==> config.mk <==
export PLATFORM = sky130hd
export DESIGN_NAME = regfile_wb_arbiter
export DESIGN_NICKNAME = d
export VERILOG_FILES = /design/src/rtl/regfile_wb_arbiter.sv
export SDC_FILE = /design/constraint.sdc
export NUM_CORES = 1
export LEC_CHECK = 0
export ABC_AREA = 1
export CAP_MARGIN = 20
export CORE_ASPECT_RATIO = 1.4
export CORE_MARGIN = 8
export CORE_UTILIZATION = 41
export CTS_BUF_LIST = sky130_fd_sc_hd__clkbuf_8
export DETAILED_ROUTE_END_ITERATION = 7
export GPL_ROUTABILITY_DRIVEN = 0
export PLACE_DENSITY = 0.8
export SKIP_CTS_REPAIR_TIMING = 1
export SYNTH_ARGS = -nofsm -noshare
export SYNTH_HDL_FRONTEND = slang
export SYNTH_SLANG_ARGS = --single-unit
export TNS_END_PERCENT = 10
==> constraint.sdc <==
create_clock -name clk -period 1.4 [get_ports clk]
set_clock_uncertainty 0.1 [all_clocks]
set_input_delay 0.28 -clock clk [delete_from_list [all_inputs] [get_ports clk]]
set_output_delay 0.28 -clock clk [all_outputs]
set_load 0.005 [all_outputs]
==> src/rtl/regfile_wb_arbiter.sv <==
// regfile_wb_arbiter: shares the register-file write port between the execute pipe (A)
// and the multi-cycle unit (B), staging the winning write for one cycle before issue.
module regfile_wb_arbiter #(
    parameter int DW = 32,
    parameter int AW = 5,
    parameter bit FIXED_PRIO = 1'b0
) (
    input  logic          clk,
    input  logic          rst,
    input  logic          hold,
    input  logic          a_valid,
    input  logic [AW-1:0] a_addr,
    input  logic [DW-1:0] a_data,
    output logic          a_ready,
    input  logic          b_valid,
    input  logic [AW-1:0] b_addr,
    input  logic [DW-1:0] b_data,
    output logic          b_ready,
    output logic          we,
    output logic [AW-1:0] waddr,
    output logic [DW-1:0] wdata,
    output logic          busy,
    output logic [AW-1:0] busy_addr,
    output logic          last_b
);
    logic          out_valid;
    logic          last;
    logic [AW-1:0] out_addr;
    logic [DW-1:0] out_data;
    logic          grant_a;
    logic          grant_b;

    // last==1 means B won most recently, so A takes the next tie
    always_comb begin
        grant_a   = rst & ~hold & a_valid & (~b_valid | FIXED_PRIO | last);
        grant_b   = rst & ~hold & b_valid & ~grant_a;
        a_ready   = grant_a;
        b_ready   = grant_b;
        we        = rst & out_valid & ~hold & (out_addr != '0);
        waddr     = rst ? out_addr : '0;
        wdata     = rst ? out_data : '0;
        busy      = rst & out_valid;
        busy_addr = busy ? out_addr : '0;
        last_b    = last;
    end

    always_ff @(posedge clk) begin
        if (!rst) begin
            out_valid <= 1'b0;
            out_addr  <= '0;
            out_data  <= '0;
            last      <= 1'b1;
        end else if (!hold) begin
            out_valid <= grant_a | grant_b;
            if (grant_a | grant_b) begin
                out_addr <= grant_a ? a_addr : b_addr;
                out_data <= grant_a ? a_data : b_data;
                last     <= grant_b;
            end
        end
    end
endmodule
==> results.yml, run 1 <==
global_route:
  global_router_s_overall_resource_usage_pct: 19.3
  wire_length_of_the_first_global_routing_pass_um: 13600
  first_global_vias: 2910
  grt_start_max_net_pins: 56
  grt_overflow_total: 0
  antenna_found_initial: 0
sta:
  final-hold-violation-count: 0
  slew_headroom_pct: 69.8
  setup-violations-final: 12
  max_clock_freq_mhz: 637
  rsz0062_at_grt: "true"
  fin_crit_sh_pct: 112
  slew_of_the_pin_with_the_lowest_slew_margin_ns: 0.453
  final_period_minus_worst_setup_slack_ns: 1.57
  layout_setup_ws_ns: -0.169
  timing.final.max_slew_violations: 0
final_layout:
  design.final.nets: 643
  area_delta_synth_final_pct: 67.3
  final_common_cell: "sky130_fd_sc_hd__inv_1"
  layout.cells.most_common_list: "sky130_fd_sc_hd__inv_1, sky130_fd_sc_hd__nand2_1, sky130_fd_sc_hd__clkdlybuf4s50_1"
  final_layout_size_suffix_gt1_share_pct: 18.9
  num_antenna_cells: 0
  finalInstanceArea_um2: 4100
  filler_cell_count: 506
  finalCoreUtilization_pct: 70.4
synthesis:
  yosys_warnings: 0
  synthesis.area_per_instance_um2: 5.85
  synth_net_count: 498
  synth_cells: 419
  yosys.cell_types.count: 17
  ys_seq_elements: 39
  synth.yosys.seq_area_share_pct: 31.9
  synth.cell_area_um2: 2450
min_path:
  min_path_cells: 3
  hold_end: "out_valid"
  hold_start: "hold"
  worst_hold_path_type: "primary input to flip-flop"
floorplan:
  design.core.area_um2: 5820
  die_height_um: 107
  die_width_um: 81.3
  placementRows: 33
  design.die.area_um2: 8740
  num_io_pins: 126
  initial_utilization_pct: 42.1
drt:
  antenna_left: 0
  routed_via_density: 4.96
  via_count: 3151
  total_wirelength_of_the_detailed_routed_design_um: 9430
  drt_iter0_drc: 177
  drcViolationCount: 0
  detailedRoute.firstPassIterationCount: 4
  post_drt_wl_per_cell_um: 14.8
setup_path:
  r2r_end: "out_data[22]"
  critical_path.startpoint: "out_addr[1]"
  setup.worst_path.end_class: "output pin"
  required_ns: 1.02
  kind_of_start_point_of_the_critical_path: "flip-flop"
  worst_reg2reg_startpoint: "last_b"
  worst-path-max-fanout: 2
  crit_arrival_ns: 1.19
  reg2reg_setup_slack_ns: -0.02
  critPathKind: "flip-flop to output pin"
  r2r.worst_path.cells: 8
clock_tree:
  cts.path.max_buffers: 2
  numCtsBuffers: 5
  tritoncts_num_sinks: 39
  cts_htree_levels: 2
  tritoncts: "done"
  clk_root_buffer_cell: "sky130_fd_sc_hd__clkbuf_8"
  path_clk_slew_ns: 0.08
  worst_skew_late_latency_ns: 0.29
pwr:
  power_switching_uw: 861
  max-vdd-ir-drop_mv: 0.444
  total_leakage_power_uw: 0.00256
  cell_internal_pwr_uw: 2070
  sequentialPowerShare_pct: 43.5
  share_clk_of_total_power_pct: 24.9
  power_per_cell_area_nw_per_um2: 714
  comb_power_share_pct: 31.7
  swShare_pct: 29.4
flow_run:
  cap_violations: 0
placement:
  io_buffers: 125
  detailed_place_hpwl_um: 6380
  placed_cell_area_um2: 3930
run_status:
  run_status: "finished, violations left"
  violations_in_the_final_reports: "setup timing"
[metal layers]
layer	track usage, %	up-vias	share of wire [%]
met4	7.69	0	2.4
met5	0	-	0
met3	3.43	17	6.7
met2	37.1	113	54
met1	19.2	1444	37
li1	-	1577	-
[cells in the mapped netlist]
| cell | count | area, um2 |
|---|---|---|
| sky130_fd_sc_hd__inv_1 | 112 | 420 |
| sky130_fd_sc_hd__nand2_1 | 106 | 398 |
| sky130_fd_sc_hd__nand3_1 | 43 | 215 |
| sky130_fd_sc_hd__nand4_1 | 41 | 257 |
| sky130_fd_sc_hd__dfxtp_1 | 39 | 781 |
| sky130_fd_sc_hd__o21ai_1 | 25 | 125 |
| sky130_fd_sc_hd__buf_2 | 16 | 80.1 |
| sky130_fd_sc_hd__buf_1 | 9 | 33.8 |
| sky130_fd_sc_hd__o21ai_0 | 8 | 40.0 |
| sky130_fd_sc_hd__nor2_1 | 7 | 26.3 |
| sky130_fd_sc_hd__clkbuf_1 | 5 | 18.8 |
| sky130_fd_sc_hd__inv_2 | 2 | 7.51 |
| sky130_fd_sc_hd__nand3_2 | 2 | 20.0 |
| sky130_fd_sc_hd__a21oi_1 | 1 | 5.00 |
| sky130_fd_sc_hd__nor2_4 | 1 | 11.3 |
| sky130_fd_sc_hd__nor3_1 | 1 | 5.00 |
| sky130_fd_sc_hd__o211ai_1 | 1 | 7.51 |
[through the flow]
stage               hold slack [ns]  power [uW]  instances  setup WS [ns]  TNS (ns)
floorplan                     0.351        1650        419         0.0936         0
global placement              0.427        2180        615         -0.801    -51.83
detailed placement            0.435        2200        615         -0.834    -53.20
CTS                           0.448        2920        623         -0.834    -42.01
global route                  0.312        3090        635         -0.257     -3.35
finish                        0.307        2930        635         -0.169    -0.992
[kinds of logic (layout without fill, tap and decap cells)]
logic type / Yosys count / in the layout / synth area share [%]
buffers and inverters: 144 / 290 / 22.9
AND/OR/NAND/NOR: 201 / 201 / 38.0
flip-flops: 39 / 39 / 31.9
AO/OA/AOI/OAI: 35 / 35 / 7.25
[worst max-delay path by stage]
stage / endpoint / slack (ns) / depth (start not counted)
2_1_floorplan: b_ready / 0.09 / 6
3_3_place_gp: we / -0.80 / 7
3_5_place_dp: we / -0.83 / 7
4_1_cts: we / -0.83 / 7
5_1_grt: we / -0.26 / 5
6_report: we / -0.17 / 5
[power groups by stage]
stage               Combinational [uW]  Clock, uW  Sequential, uW
floorplan                          369          0            1280
global placement                   897          0            1280
detailed placement                 913          0            1290
CTS                                921        733            1260
global route                      1020        790            1280
finish                             927        728            1270
[sequential cells by signal (all words and copies together) (netlist names)]
signal,count
last_b,1
out_addr,5
out_data,32
out_valid,1
[critical path, stage by stage, from the launching register on]
cell and delay, ns:
sky130_fd_sc_hd__dfxtp_2 0.33, sky130_fd_sc_hd__nor3_2 0.20, sky130_fd_sc_hd__nand3_1 0.10, sky130_fd_sc_hd__nand3_1 0.09, sky130_fd_sc_hd__inv_1 0.04, sky130_fd_sc_hd__dlymetal6s2s_1 0.14
[final cells by class]
class	instances	area (um2)	area share, %
Clock buffer	5	68.8	1.68
Clock inverter	3	12.5	0.305
Sequential cell	39	790	19.2
Multi-Input combinational cell	236	1140	27.9
Tap cell	70	87.6	2.14
Inverter	114	430	10.5
Timing Repair Buffer	168	1570	38.3
(Power assumes the default switching activity.)
==> run 2, diff against run 1 <==
--- a/config.mk
+++ b/config.mk
@@ -12,7 +12,6 @@
 export CORE_UTILIZATION = 41
 export CTS_BUF_LIST = sky130_fd_sc_hd__clkbuf_8
 export DETAILED_ROUTE_END_ITERATION = 7
-export GPL_ROUTABILITY_DRIVEN = 0
 export PLACE_DENSITY = 0.8
 export SKIP_CTS_REPAIR_TIMING = 1
 export SYNTH_ARGS = -nofsm -noshare
==> results of run 2 <==
No change in the layout: final DEF, timing and power equal those of run 1.
==> run 3, diff against run 2 <==
--- a/config.mk
+++ b/config.mk
@@ -8,11 +8,12 @@
 export ABC_AREA = 1
 export CAP_MARGIN = 20
 export CORE_ASPECT_RATIO = 1.4
-export CORE_MARGIN = 8
+export CORE_MARGIN = 2
 export CORE_UTILIZATION = 41
 export CTS_BUF_LIST = sky130_fd_sc_hd__clkbuf_8
 export DETAILED_ROUTE_END_ITERATION = 7
 export PLACE_DENSITY = 0.8
+export RECOVER_POWER = 25
 export SKIP_CTS_REPAIR_TIMING = 1
 export SYNTH_ARGS = -nofsm -noshare
 export SYNTH_HDL_FRONTEND = slang
==> run 3 against run 2 <==
- the flow still finishes with violations (setup timing)
- via count increased by 1.3%
- hold slack better by 0.012 ns
- global-route usage up 4.2 points
- total power rose by 0.58%
- count of clock-buffer cells in the layout did not move
- final cell count shrank 0.31%
- critical path type is now primary input to output pin
- largest cell class unchanged
==> results.yml, run 3 (synthesized netlist as in run 1, its figures left out) <==
placement:
  io_buffers: 125
  detailed_place_hpwl_um: 5550
  placement.setup.worst_slack_ns: -0.744
  finalWeightedCongestion: 0.844
setup_path:
  worst_reg2reg_startpoint: "last_b"
  cells_along_the_critical_path: "clkdlybuf4s50_1, buf_4, nand3_2, nor2_1, dlymetal6s2s_1"
  reg2reg_setup_slack_ns: 0.03
  critical_path.startpoint: "b_valid"
  slowest_cell_delay_on_critical_path_ns: 0.49
  setup.worst_path.end_class: "output pin"
  critical-path-slowest-cell: "sky130_fd_sc_hd__clkdlybuf4s50_1"
  crit_arrival_ns: 1.28
  worst-path-max-fanout: 5
  kind_of_start_point_of_the_critical_path: "primary input"
  cp-endpoint: "b_ready"
  required_ns: 1.02
  r2r_end: "out_addr[4]"
  critPathKind: "primary input to output pin"
  r2r.worst_path.cells: 6
floorplan:
  die_width_um: 69.3
  design.core.area_um2: 5820
  initial_utilization_pct: 42.1
  placementRows: 33
  die_height_um: 95.5
  num_io_pins: 126
  design.die.area_um2: 6620
clock_tree:
  path_clk_slew_ns: 0.07
  worst_skew_late_latency_ns: 0.28
  clk_root_buffer_cell: "sky130_fd_sc_hd__clkbuf_8"
  cts.path.max_buffers: 2
  numCtsBuffers: 5
  tritoncts: "done"
  tritoncts_num_sinks: 39
  cts_htree_levels: 2
drt:
  maxUsedRoutingLayer: "met4"
  drt_iter0_drc: 291
  via_count: 3192
  drcViolationCount: 0
  wirelength_met1_um: 3380
  total_wirelength_of_the_detailed_routed_design_um: 8980
  antenna_left: 0
  routed_via_density: 5.04
  met3RoutedLength_um: 546
  post_drt_wl_per_cell_um: 14.2
  routed_wl_met2_um: 4760
  detailedRoute.firstPassIterationCount: 5
pwr:
  max-vdd-ir-drop_mv: 0.579
  report.power.total_uw: 2950
  total_leakage_power_uw: 0.00299
  power_per_cell_area_nw_per_um2: 689
run_status:
  run_status: "finished, violations left"
  violations_in_the_final_reports: "setup timing"
global_route:
  grt_start_max_net_pins: 56
  grt_overflow_total: 0
  first_global_vias: 2901
  wire_length_of_the_first_global_routing_pass_um: 12800
  global_router_s_overall_resource_usage_pct: 23.5
  antenna_found_initial: 0
final_layout:
  layout.cells.most_common_list: "sky130_fd_sc_hd__inv_1, sky130_fd_sc_hd__nand2_1, sky130_fd_sc_hd__clkdlybuf4s50_1"
  filler_cell_count: 448
  area_delta_synth_final_pct: 74.3
  design.final.nets: 641
  top_register: "out_data"
  finalCoreUtilization_pct: 73.4
  num_antenna_cells: 0
  multiInputGateArea_um2: 1140
  final_layout_size_suffix_gt1_share_pct: 12.6
  final_common_cell: "sky130_fd_sc_hd__inv_1"
  biggestRegsByFlops: "out_data: 32 flops, out_addr: 5 flops"
  seqCellArea_um2: 786
  largest_reg_flops: 32
sta:
  slew_of_the_pin_with_the_lowest_slew_margin_ns: 0.435
  rsz0062_at_grt: "true"
  max_clock_freq_mhz: 603
  final-hold-violation-count: 0
  setup-violations-final: 47
  timing.final.max_slew_violations: 0
  layout_setup_ws_ns: -0.258
  fin_tns_setup_ns: -4.46
  fin_crit_sh_pct: 118
  slew_headroom_pct: 71.0
  final_period_minus_worst_setup_slack_ns: 1.66
flow_run:
  cap_violations: 0
min_path:
  min_path_cells: 3
  worst_hold_path_type: "primary input to flip-flop"
## run 3: changes by cell type in the layout (fill, tap and decap cells not counted), sizes merged
cell / previous run / this run
buf: 44 / 42
clkdlybuf4s50: 74 / 76
dlymetal6s2s: 14 / 41
clkbuf: 41 / 12
## run 3: layout make-up
type,instances,area share [%]
inverters,114,10.0
clock buffers,5,1.61
multi-input cells,236,26.7
flip-flops and latches,39,18.4
well taps,70,2.05
clock inverters,3,0.293
repair buffers,166,40.9
## run 3: worst max-delay path, delay by kind of cell
family / cells / cell delay [ns]
simple gates: 2 / 0.22
buf+inv: 3 / 0.78
## run 3: worst min path at each step
stage	startpoint	endpoint	slack, ns
floorplan	b_valid	out_addr[4]	0.35
global placement	out_data[28]	out_data[28]	0.43
detailed placement	out_data[2]	out_data[2]	0.43
CTS	out_data[17]	out_data[17]	0.44
global route	hold	out_valid	0.34
finish	hold	out_valid	0.32
## run 3: report_power, final
part | internal [uW] | total, uW | switching [uW]
sequential | 1230 | 1270 | 37.8
combinational | 527 | 953 | 426
clock | 335 | 724 | 389
total | 2090 | 2950 | 853
## run 3: stage by stage
step | cell area (um2) | hold WS (ns) | std cells
global placement | 3920 | 0.428 | 616
floorplan | 2450 | 0.351 | 419
global route | 4270 | 0.336 | 633
finish | 4270 | 0.319 | 633
CTS | 4000 | 0.445 | 624
detailed placement | 3920 | 0.433 | 616
## run 3: routing by layer
metal	vias up	track usage (%)
met2	128	44.9
li1	1578	-
met1	1462	26.3
met3	24	3.49
met5	-	0
met4	0	8.33
